$ cat src/rtl/cc_ctrl_fsm_pkg.sv
// Shared types and geometry for the cache lookup controller: 256 x 64 B
// direct-mapped read-only cache, line filled in 8 beats of 64 b.
package cc_pkg;

    localparam int ADDR_W     = 32;
    localparam int IDX_W      = 8;
    localparam int OFS_W      = 6;
    localparam int TAG_W      = ADDR_W - IDX_W - OFS_W;
    localparam int BEAT_W     = 3;
    localparam int LINE_BEATS = 8;
    localparam int PERF_W     = 32;

    typedef logic [ADDR_W-1:0] addr_t;
    typedef logic [TAG_W-1:0]  tag_t;
    typedef logic [IDX_W-1:0]  idx_t;
    typedef logic [OFS_W-1:0]  ofs_t;
    typedef logic [BEAT_W-1:0] beat_t;

    typedef struct packed {
        tag_t tag;
        idx_t idx;
        ofs_t ofs;
    } cc_addr_t;

    typedef enum logic [2:0] {
        ST_INIT,
        ST_IDLE,
        ST_LOOKUP,
        ST_MREQ,
        ST_FILL,
        ST_SERVE
    } cc_state_t;

    function automatic addr_t line_addr(input tag_t tag, input idx_t idx);
        return {tag, idx, {OFS_W{1'b0}}};
    endfunction

endpackage

$ cat src/rtl/cc_ctrl_fsm_if.sv
// Bundle of requester, comparator, memory, SRAM-write and serializer signals
// around the cache controller; master = controller side, slave = environment.
interface cc_ctrl_fsm_if;
    import cc_pkg::*;

    logic                inct_arvalid_i;
    logic                inct_arready_o;
    addr_t               inct_araddr_i;
    logic                hs_pulse_o;
    logic                hit_i;
    logic                miss_i;
    logic                mem_arvalid_o;
    logic                mem_arready_i;
    addr_t               mem_araddr_o;
    logic                mem_rvalid_i;
    logic                mem_rlast_i;
    logic                mem_rready_o;
    logic                wren_tag_o;
    logic [TAG_W:0]      wdata_tag_o;
    idx_t                waddr_o;
    logic                wren_data_o;
    beat_t               wbeat_o;
    logic                serve_o;
    ofs_t                serve_offset_o;
    logic                serve_done_i;

    modport master (
        input  inct_arvalid_i, inct_araddr_i, hit_i, miss_i, mem_arready_i,
               mem_rvalid_i, mem_rlast_i, serve_done_i,
        output inct_arready_o, hs_pulse_o, mem_arvalid_o, mem_araddr_o,
               mem_rready_o, wren_tag_o, wdata_tag_o, waddr_o, wren_data_o,
               wbeat_o, serve_o, serve_offset_o
    );

    modport slave (
        output inct_arvalid_i, inct_araddr_i, hit_i, miss_i, mem_arready_i,
               mem_rvalid_i, mem_rlast_i, serve_done_i,
        input  inct_arready_o, hs_pulse_o, mem_arvalid_o, mem_araddr_o,
               mem_rready_o, wren_tag_o, wdata_tag_o, waddr_o, wren_data_o,
               wbeat_o, serve_o, serve_offset_o
    );

endinterface

$ cat src/rtl/cc_ctrl_fsm.sv
// Cache lookup sequencer: tag invalidation sweep, lookup, line fill, serve.
// Define CC_PERF_CNT_EN to add saturating hit/miss counters.
module cc_ctrl_fsm
    import cc_pkg::*;
(
    input  logic              clk,
    input  logic              rst_n,
    cc_ctrl_fsm_if.master     bus
`ifdef CC_PERF_CNT_EN
    ,
    output logic [PERF_W-1:0] hit_cnt_o,
    output logic [PERF_W-1:0] miss_cnt_o
`endif
);

    cc_state_t r_state;
    idx_t      r_cnt;
    logic      r_init_go;
    cc_addr_t  r_req;
    logic      r_arready;
    logic      r_mem_arvalid;
    logic      r_rready;
    logic      r_serve;

    logic      w_hs;
    logic      w_fill;
    logic      w_beat;
    logic      w_last;
    logic      w_init_wr;
    logic      w_miss;

    assign w_hs      = bus.inct_arvalid_i & r_arready;
    assign w_fill    = (r_state == ST_FILL);
    assign w_beat    = w_fill & bus.mem_rvalid_i;
    assign w_last    = w_beat & bus.mem_rlast_i;
    // r_init_go keeps the tag write quiet while reset is held in INIT
    assign w_init_wr = (r_state == ST_INIT) & r_init_go;
    // a lookup with no comparator answer is handled as a miss
    assign w_miss    = bus.miss_i | ~bus.hit_i;

    assign bus.inct_arready_o = r_arready;
    assign bus.hs_pulse_o     = w_hs;
    assign bus.mem_arvalid_o  = r_mem_arvalid;
    assign bus.mem_araddr_o   = line_addr(r_req.tag, r_req.idx);
    assign bus.mem_rready_o   = r_rready;
    assign bus.wren_tag_o     = w_init_wr | w_last;
    assign bus.wdata_tag_o    = w_last ? {1'b1, r_req.tag} : '0;
    assign bus.waddr_o        = w_init_wr ? r_cnt : (w_fill ? r_req.idx : '0);
    assign bus.wren_data_o    = w_beat;
    assign bus.wbeat_o        = w_fill ? r_cnt[BEAT_W-1:0] : '0;
    assign bus.serve_o        = r_serve;
    assign bus.serve_offset_o = r_req.ofs;

    always_ff @(posedge clk or negedge rst_n) begin
        if (!rst_n) begin
            r_state       <= ST_INIT;
            r_cnt         <= '0;
            r_init_go     <= 1'b0;
            r_req         <= '0;
            r_arready     <= 1'b0;
            r_mem_arvalid <= 1'b0;
            r_rready      <= 1'b0;
            r_serve       <= 1'b0;
        end else begin
            r_serve <= 1'b0;
            case (r_state)
                ST_INIT: begin
                    if (!r_init_go) begin
                        r_init_go <= 1'b1;
                    end else if (r_cnt == '1) begin
                        r_init_go <= 1'b0;
                        r_cnt     <= '0;
                        r_arready <= 1'b1;
                        r_state   <= ST_IDLE;
                    end else begin
                        r_cnt <= r_cnt + idx_t'(1);
                    end
                end
                ST_IDLE: begin
                    if (w_hs) begin
                        r_req     <= cc_addr_t'(bus.inct_araddr_i);
                        r_arready <= 1'b0;
                        r_state   <= ST_LOOKUP;
                    end
                end
                ST_LOOKUP: begin
                    if (bus.hit_i) begin
                        r_serve <= 1'b1;
                        r_state <= ST_SERVE;
                    end else if (w_miss) begin
                        r_mem_arvalid <= 1'b1;
                        r_state       <= ST_MREQ;
                    end
                end
                ST_MREQ: begin
                    if (bus.mem_arready_i) begin
                        r_mem_arvalid <= 1'b0;
                        r_rready      <= 1'b1;
                        r_cnt         <= '0;
                        r_state       <= ST_FILL;
                    end
                end
                ST_FILL: begin
                    if (w_beat) begin
                        // beat index wraps within the line if rlast never comes
                        r_cnt <= idx_t'(beat_t'(r_cnt[BEAT_W-1:0] + beat_t'(1)));
                        if (bus.mem_rlast_i) begin
                            r_rready <= 1'b0;
                            r_serve  <= 1'b1;
                            r_state  <= ST_SERVE;
                        end
                    end
                end
                ST_SERVE: begin
                    if (bus.serve_done_i) begin
                        r_arready <= 1'b1;
                        r_state   <= ST_IDLE;
                    end
                end
                default: r_state <= ST_INIT;
            endcase
        end
    end

`ifdef CC_PERF_CNT_EN
    logic [PERF_W-1:0] r_hit_cnt;
    logic [PERF_W-1:0] r_miss_cnt;

    always_ff @(posedge clk or negedge rst_n) begin
        if (!rst_n) begin
            r_hit_cnt  <= '0;
            r_miss_cnt <= '0;
        end else if (r_state == ST_LOOKUP) begin
            if (bus.hit_i) begin
                if (r_hit_cnt != '1) r_hit_cnt <= r_hit_cnt + PERF_W'(1);
            end else if (w_miss) begin
                if (r_miss_cnt != '1) r_miss_cnt <= r_miss_cnt + PERF_W'(1);
            end
        end
    end

    assign hit_cnt_o  = r_hit_cnt;
    assign miss_cnt_o = r_miss_cnt;
`endif

endmodule

$ cat src/flat_wrapper.sv
// flat-port wrapper written by rule: the top's interface ports become plain ports
module cc_ctrl_fsm_flat import cc_pkg::*;
  (clk, rst_n, bus_inct_arvalid_i, bus_inct_araddr_i, bus_hit_i, bus_miss_i, bus_mem_arready_i, bus_mem_rvalid_i, bus_mem_rlast_i, bus_serve_done_i, bus_inct_arready_o, bus_hs_pulse_o, bus_mem_arvalid_o, bus_mem_araddr_o, bus_mem_rready_o, bus_wren_tag_o, bus_wdata_tag_o, bus_waddr_o, bus_wren_data_o, bus_wbeat_o, bus_serve_o, bus_serve_offset_o);
  cc_ctrl_fsm_if bus_i ();
  input  logic clk;
  input  logic rst_n;
  input wire logic [$bits(bus_i.inct_arvalid_i)-1:0] bus_inct_arvalid_i;
  input wire logic [$bits(bus_i.inct_araddr_i)-1:0] bus_inct_araddr_i;
  input wire logic [$bits(bus_i.hit_i)-1:0] bus_hit_i;
  input wire logic [$bits(bus_i.miss_i)-1:0] bus_miss_i;
  input wire logic [$bits(bus_i.mem_arready_i)-1:0] bus_mem_arready_i;
  input wire logic [$bits(bus_i.mem_rvalid_i)-1:0] bus_mem_rvalid_i;
  input wire logic [$bits(bus_i.mem_rlast_i)-1:0] bus_mem_rlast_i;
  input wire logic [$bits(bus_i.serve_done_i)-1:0] bus_serve_done_i;
  output wire logic [$bits(bus_i.inct_arready_o)-1:0] bus_inct_arready_o;
  output wire logic [$bits(bus_i.hs_pulse_o)-1:0] bus_hs_pulse_o;
  output wire logic [$bits(bus_i.mem_arvalid_o)-1:0] bus_mem_arvalid_o;
  output wire logic [$bits(bus_i.mem_araddr_o)-1:0] bus_mem_araddr_o;
  output wire logic [$bits(bus_i.mem_rready_o)-1:0] bus_mem_rready_o;
  output wire logic [$bits(bus_i.wren_tag_o)-1:0] bus_wren_tag_o;
  output wire logic [$bits(bus_i.wdata_tag_o)-1:0] bus_wdata_tag_o;
  output wire logic [$bits(bus_i.waddr_o)-1:0] bus_waddr_o;
  output wire logic [$bits(bus_i.wren_data_o)-1:0] bus_wren_data_o;
  output wire logic [$bits(bus_i.wbeat_o)-1:0] bus_wbeat_o;
  output wire logic [$bits(bus_i.serve_o)-1:0] bus_serve_o;
  output wire logic [$bits(bus_i.serve_offset_o)-1:0] bus_serve_offset_o;
  assign bus_i.inct_arvalid_i = bus_inct_arvalid_i;
  assign bus_i.inct_araddr_i = bus_inct_araddr_i;
  assign bus_i.hit_i = bus_hit_i;
  assign bus_i.miss_i = bus_miss_i;
  assign bus_i.mem_arready_i = bus_mem_arready_i;
  assign bus_i.mem_rvalid_i = bus_mem_rvalid_i;
  assign bus_i.mem_rlast_i = bus_mem_rlast_i;
  assign bus_i.serve_done_i = bus_serve_done_i;
  assign bus_inct_arready_o = bus_i.inct_arready_o;
  assign bus_hs_pulse_o = bus_i.hs_pulse_o;
  assign bus_mem_arvalid_o = bus_i.mem_arvalid_o;
  assign bus_mem_araddr_o = bus_i.mem_araddr_o;
  assign bus_mem_rready_o = bus_i.mem_rready_o;
  assign bus_wren_tag_o = bus_i.wren_tag_o;
  assign bus_wdata_tag_o = bus_i.wdata_tag_o;
  assign bus_waddr_o = bus_i.waddr_o;
  assign bus_wren_data_o = bus_i.wren_data_o;
  assign bus_wbeat_o = bus_i.wbeat_o;
  assign bus_serve_o = bus_i.serve_o;
  assign bus_serve_offset_o = bus_i.serve_offset_o;
  cc_ctrl_fsm u_core (.clk(clk), .rst_n(rst_n), .bus(bus_i));
endmodule
$ cat config.mk
export PLATFORM = sky130hd
export DESIGN_NAME = cc_ctrl_fsm_flat
export DESIGN_NICKNAME = d
export VERILOG_FILES = /design/src/rtl/cc_ctrl_fsm_pkg.sv /design/src/rtl/cc_ctrl_fsm_if.sv /design/src/rtl/cc_ctrl_fsm.sv /design/src/flat_wrapper.sv
export SDC_FILE = /design/constraint.sdc
export NUM_CORES = 1
export LEC_CHECK = 0
export ABC_AREA = 1
export BUFFER_PORTS_ARGS = -buffer_cell sky130_fd_sc_hd__buf_2
export CAP_MARGIN = 10
export CORE_MARGIN = 5
export CORE_UTILIZATION = 40
export DETAILED_ROUTE_END_ITERATION = 7
export PLACE_DENSITY = 0.74
export SYNTH_ARGS = -nofsm -noshare
export SYNTH_HDL_FRONTEND = slang
export SYNTH_SLANG_ARGS = --single-unit
$ cat constraint.sdc
create_clock -name clk -period 2.22 [get_ports clk]
set_input_delay 0.333 -clock clk [delete_from_list [all_inputs] [get_ports clk]]
set_output_delay 0.333 -clock clk [all_outputs]
set_load 0.01 [all_outputs]
# Word level (Yosys, flattened, before mapping)
# Index checks and enable logic that the tools add are counted.
# word_totals
register_bits	48
output_inout_bits	75
# classes
reduce_logical	11
bitwise	7
muxes	38
n_eq_ne	16
n_addsub	2
# ops
operator	count
2-to-1 mux 8 bit	6
2-to-1 mux 3 bit	10
case mux 8 bit (3 select lines)	1
2-to-1 mux 19 bit	1
case mux 3 bit (6 select lines)	1
2-to-1 mux 1 bit	15
!= test 2 bit, second input constant	7
AND reduction 4 bit	3
adder 8 x 1 -> 8 bit, second input constant	1
== test 8 bit, second input constant	1
AND reduction 8 bit	1
== test 3 x 2 -> 1 bit, second input constant	2
== test 3 bit, second input constant	2
case mux 1 bit (2 select lines)	3
nonzero test 3 bit	2
AND reduction 5 bit	1
AND 1 bit	4
!= test 2 x 1 -> 1 bit, second input constant	2
nonzero test 2 bit	2
adder 3 x 1 -> 3 bit, second input constant	1
== test 3 x 1 -> 1 bit, second input constant	1
zero test 3 bit	1
!= test 3 x 2 -> 1 bit, second input constant	1
case mux 1 bit (3 select lines)	1
other kinds (3)	4

# Depth between registers and ports, before layout
# logic_depth
word_depth	5
ltp_mapped	10
depth_no_buf	9

# Worst setup path after synthesis
# No wires, ideal clock.
# synth_timing
path_kind	reg-to-output
start	reg u_core.r_state[1]
end	out bus_waddr_o[0]
n_path_buf	0
setup_slack_ns	0.615
t_arrival_ns	1.272
stages_incl_launch_ff	6
path_cell_list	dfrtp_1 -> inv_1 -> nand2_1 -> nor2_1 -> nand2_1 -> o21ai_0
# synth_between
elab_chain_cells	3
word_cells_on_any_way	5
# synth_lines
element	line_no	source
from (decl)	cc_ctrl_fsm.sv:16	cc_state_t r_state;
from (signal assigned)	cc_ctrl_fsm.sv:56	r_state <= ST_INIT;
from (signal assigned)	cc_ctrl_fsm.sv:74	r_state <= ST_IDLE;
from (signal assigned)	cc_ctrl_fsm.sv:83	r_state <= ST_LOOKUP;
== test 3 bit / zero test 3 bit (equally long branches)	cc_ctrl_fsm.sv:33, cc_ctrl_fsm.sv:37	
2-to-1 mux 8 bit / AND 1 bit (equally long branches)	cc_ctrl_fsm.sv:48, cc_ctrl_fsm.sv:37	
2-to-1 mux 8 bit (*)	cc_ctrl_fsm.sv:48	assign bus.waddr_o = w_init_wr ? r_cnt : (w_fill ? r_req.idx : '0);
to (decl)	flat_wrapper.sv:22	output wire logic [$bits(bus_i.waddr_o)-1:0] bus_waddr_o;
# Every way passes the cells marked *; elsewhere a longest branch is shown, timed or not.

# Worst setup path in the final report
# layout_timing
start	reg u_core.r_state[0]
end	out bus_wdata_tag_o[10]
# layout_between
elab_chain_cells	4
# layout_lines
element	line_no	source
== test 3 bit	cc_ctrl_fsm.sv:33	assign w_fill = (r_state == ST_FILL);
AND 1 bit	cc_ctrl_fsm.sv:34	assign w_beat = w_fill & bus.mem_rvalid_i;
AND 1 bit	cc_ctrl_fsm.sv:35	assign w_last = w_beat & bus.mem_rlast_i;
2-to-1 mux 19 bit	cc_ctrl_fsm.sv:47	assign bus.wdata_tag_o = w_last ? {1'b1, r_req.tag} : '0;
to (decl)	flat_wrapper.sv:21	output wire logic [$bits(bus_i.wdata_tag_o)-1:0] bus_wdata_tag_o;
# No other way between the ends.

==> impl_summary.log <==
INFO  metric outcome = completed
INFO  metric worst_path_dominant_cell_family = simple AND/OR/NAND/NOR gates
INFO  metric leakage_power_of_the_design = 0.00199 uW
INFO  metric fp.coreArea = 6310 um2
INFO  metric drt-total-wl = 6.50 mm
INFO  metric cts_sinks = 48
INFO  metric layout-area-overhead-vs-synth = 29.5%
INFO  metric layout-drive-gt1-share = 38.5%
INFO  metric cts-buffers-inserted = 5
INFO  metric synth_warnings = 0
INFO  metric synth.top_cells.by_count = 62 x sky130_fd_sc_hd__nand2_1, 51 x sky130_fd_sc_hd__nor2_1, 48 x sky130_fd_sc_hd__dfrtp_1
INFO  metric vdd.ir_drop.worst = 0.370 mV
INFO  metric critPathLaunchType = register
INFO  metric h-tree-depth = 2
INFO  metric drt-wirelength-per-cell = around 13 um
INFO  metric remaining_drc_errors = 0
INFO  metric numPortBuffers = 108
INFO  metric finalNetCount = 467
INFO  metric fillers = 607
INFO  metric netlist_instances = 309
INFO  metric die_w = ~90 um
INFO  metric final-seq-area = 1200 um2
INFO  metric num_io_pins = 116
INFO  metric r2r_setup_slack = 0.50 ns
INFO  metric cpMaxStageDelayCell = sky130_fd_sc_hd__dfrtp_2
INFO  metric finalHoldViolCount = 0
INFO  metric post_layout_power = 1460 uW
INFO  metric postSynth.topFlopCell = sky130_fd_sc_hd__dfrtp_1
INFO  metric critPathMaxFanout = 6
INFO  metric cts_buffer_depth = 2
INFO  metric first_iter_violations = 89
INFO  metric max-cap-violations = 0
INFO  metric worst_clock_skew = 0.00699 ns
INFO  metric fin_crit_sh = 96.2%
INFO  metric cp-end-kind = primary output
INFO  metric grt_first_pass_wirelength = 11.2 mm
INFO  metric floorplan.initialDensity = 40.7%
INFO  metric overflow = 0
INFO  metric fmaxAchievable = roughly 470 MHz
INFO  metric critical_path.most_common_cell = sky130_fd_sc_hd__nor2_4
INFO  metric cts_tree = done
INFO  metric synth_top_cells_by_area = sky130_fd_sc_hd__dfrtp_1 47%, sky130_fd_sc_hd__nand2_1 9.1%, sky130_fd_sc_hd__mux2_4 7.6%
INFO  metric final_max_slew_viol_count = 0
INFO  metric dr_total_vias = 2,383
INFO  metric dpl-instance-area = 3140 um2
INFO  metric vias_per_cell = 4.74
INFO  metric seq_area_frac_synth = between 40% and 50%
INFO  metric share_of_the_synthesized_area_in_the_top_cell_type = a little under half
INFO  metric diodes = 0
INFO  metric fin_worst_hold_slack = about 0.075 ns
INFO  metric final_worst_setup_slack = 0.0850 ns
INFO  metric timing.final.crit_period = approximately 2.1 ns
INFO  metric grt_pass1_vias = 2,361
INFO  metric finalWeightedCongestion = 0.868
INFO  metric worst_skew_pair.late_latency = 0.29 ns
INFO  metric place_worst_setup_slack = around 0.26 ns
INFO  metric async_reset_ff_share = 100%
INFO  metric cts_root_buf = sky130_fd_sc_hd__clkbuf_8
INFO  metric slew-limit-headroom = 53.1%
INFO  metric worst_path_largest_cell_delay = 0.44 ns
INFO  metric fp.dieArea = 8120 um2
INFO  metric synth-edff-count = 0
INFO  metric setup_violations = 0
INFO  metric track_usage = 16.3%
INFO  metric power-per-cell-area = between 400 and 500 nW/um2
INFO  metric pin_count_of_the_biggest_net_entering_global_routing = between 50 and 60
INFO  metric crit_chain = inv_4 -> nand2_4 -> nor2_4 -> nand2_2 -> nor2_4 -> clkinvlp_4 -> buf_6 -> nor2_1 -> buf_2
INFO  metric post_synth_num_cell_types = 29
INFO  metric synth_most_common_cell = sky130_fd_sc_hd__nand2_1
INFO  metric critPathRequiredTime = 1.89 ns
INFO  metric tightestPinTransition = 0.703 ns
INFO  metric setup.worst_path.class = register to primary output
INFO  metric critical_path_arrival = 1.80 ns
INFO  metric cp_num_buf_inv = 4
INFO  metric postSynthRegisterBits = 48
INFO  metric netlist.top_cell.by_area = sky130_fd_sc_hd__dfrtp_1
INFO  metric grt_antenna_before_repair = 0
INFO  metric stdcell_area = 3320 um2
INFO  metric setup-tns-final = 0 ns
INFO  metric final_antenna_net_count = 0
INFO  metric die_height = about 90 um
INFO  metric syn_area_per_cell = 8.31 um2
INFO  metric mappedNetlistArea = roughly 2600 um2
INFO  metric multi_input_comb_area = 1120 um2
INFO  metric rsz0062_at_grt = true
INFO  metric hold_path_class = input pin to asynchronous set/reset pin
INFO  metric row_count = 29
INFO  metric firstDrtPassIters = 4
INFO  metric dp.final_hpwl = 4.87 mm
INFO  metric clk_pin_slew = 0.09 ns
==> worst reg2reg max path: cells and delay by family, from the launching register on <==
family | cells | cell delay, ns
buf+inv | 3 | 0.66
flops | 1 | 0.44
mux | 1 | 0.43
simple gates | 2 | 0.10
==> cell type report <==
class / instances / share of cell area [%]
Sequential cell: 48 / 36.2
Clock buffer: 6 / 2.48
Timing Repair Buffer: 119 / 19.0
Tap cell: 77 / 2.90
Timing Repair inverter: 2 / 0.452
Multi-Input combinational cell: 206 / 33.6
Clock inverter: 2 / 0.301
Inverter: 43 / 5.12
==> cell families after synthesis <==
| family | synth area share (%) |
|---|---|
| and+or+nand+nor | 24.6 |
| buffers and inverters | 11.4 |
| DFF | 46.8 |
| AOI/OAI and AO/OA | 7.89 |
| muxes | 8.04 |
| xor gates and xnor gates | 0.682 |
| adders and majority gates | 0.487 |
| other | 0.146 |
==> metrics by stage <==
stage          utilization [%]  instances
5_1_grt                   52.7        503
4_1_cts                   52.1        502
3_5_place_dp              49.7        488
3_3_place_gp              49.7        488
6_report                  52.7        503
2_1_floorplan                -        314
==> registers in the layout, indices dropped and copies added (netlist names) <==
| name | flops |
|---|---|
| u_core.bus.inct_arready_o | 1 |
| u_core.bus.mem_araddr_o | 26 |
| u_core.bus.mem_arvalid_o | 1 |
| u_core.bus.mem_rready_o | 1 |
| u_core.bus.serve_o | 1 |
| u_core.bus.serve_offset_o | 6 |
| u_core.r_cnt | 8 |
| u_core.r_init_go | 1 |
| u_core.r_state | 3 |
==> final timing paths <==
kind	start	endpoint	cells after the start
hold reg to reg	u_core.bus.mem_arvalid_o	u_core.bus.mem_arvalid_o	2
min in group clk	bus_inct_araddr_i[8]	u_core.bus.mem_araddr_o[8]	2
hold / removal	rst_n	u_core.bus.mem_rready_o	1
setup / recovery	u_core.r_state[0]	bus_wdata_tag_o[10]	9
setup reg to reg	u_core.r_state[0]	u_core.bus.mem_araddr_o[6]	6
max in group asynchronous	rst_n	u_core.bus.mem_araddr_o[31]	2
==> cell usage in the layout, fill, tap and decap left out, types with 2 or more instances in the layout <==
| cell type | count |
|---|---|
| sky130_fd_sc_hd__a21oi_1 | 22 |
| sky130_fd_sc_hd__conb_1 | 6 |
| sky130_fd_sc_hd__inv_1 | 39 |
| sky130_fd_sc_hd__dfrtp_1 | 46 |
| sky130_fd_sc_hd__nor2_2 | 7 |
| sky130_fd_sc_hd__clkbuf_8 | 6 |
| sky130_fd_sc_hd__dfrtp_2 | 2 |
| sky130_fd_sc_hd__mux2_4 | 13 |
| sky130_fd_sc_hd__clkinv_2 | 2 |
| sky130_fd_sc_hd__nor2_4 | 4 |
| sky130_fd_sc_hd__nor2_1 | 47 |
| sky130_fd_sc_hd__nand3_1 | 14 |
| sky130_fd_sc_hd__clkinvlp_4 | 3 |
| sky130_fd_sc_hd__buf_2 | 108 |
| sky130_fd_sc_hd__nand2_1 | 61 |
| sky130_fd_sc_hd__buf_4 | 9 |
| sky130_fd_sc_hd__o21ai_0 | 15 |
| sky130_fd_sc_hd__nand4_1 | 4 |
| sky130_fd_sc_hd__buf_6 | 2 |
| sky130_fd_sc_hd__inv_4 | 2 |
| sky130_fd_sc_hd__nand3b_1 | 2 |
==> where the power goes <==
group | leakage [uW] | switching [uW] | total (uW) | internal, uW
registers | 0.000554 | 0.312 | 874 | 874
clock network | 0.0000510 | 278 | 527 | 249
logic | 0.00139 | 35.2 | 63.3 | 28.1
==> layer usage <==
metal	GRT usage [%]	vias to the layer above	part of all wire (%)
met5	0	-	0
met4	3.35	0	0.48
met3	4.76	4	7.8
met2	27.3	84	48
met1	21.0	1109	44
li1	-	1186	-
==> timing repair <==
item	4_1_cts	5_1_grt
resized for setup	7	9
endpoints found under the hold margin	0	0
hold buffers	0	0
cloned	2	0
pin swaps	1	3
buffers inserted	4	1
endpoints found under the setup margin	19	19
Note: power is estimated with default switching activity, not from simulation.
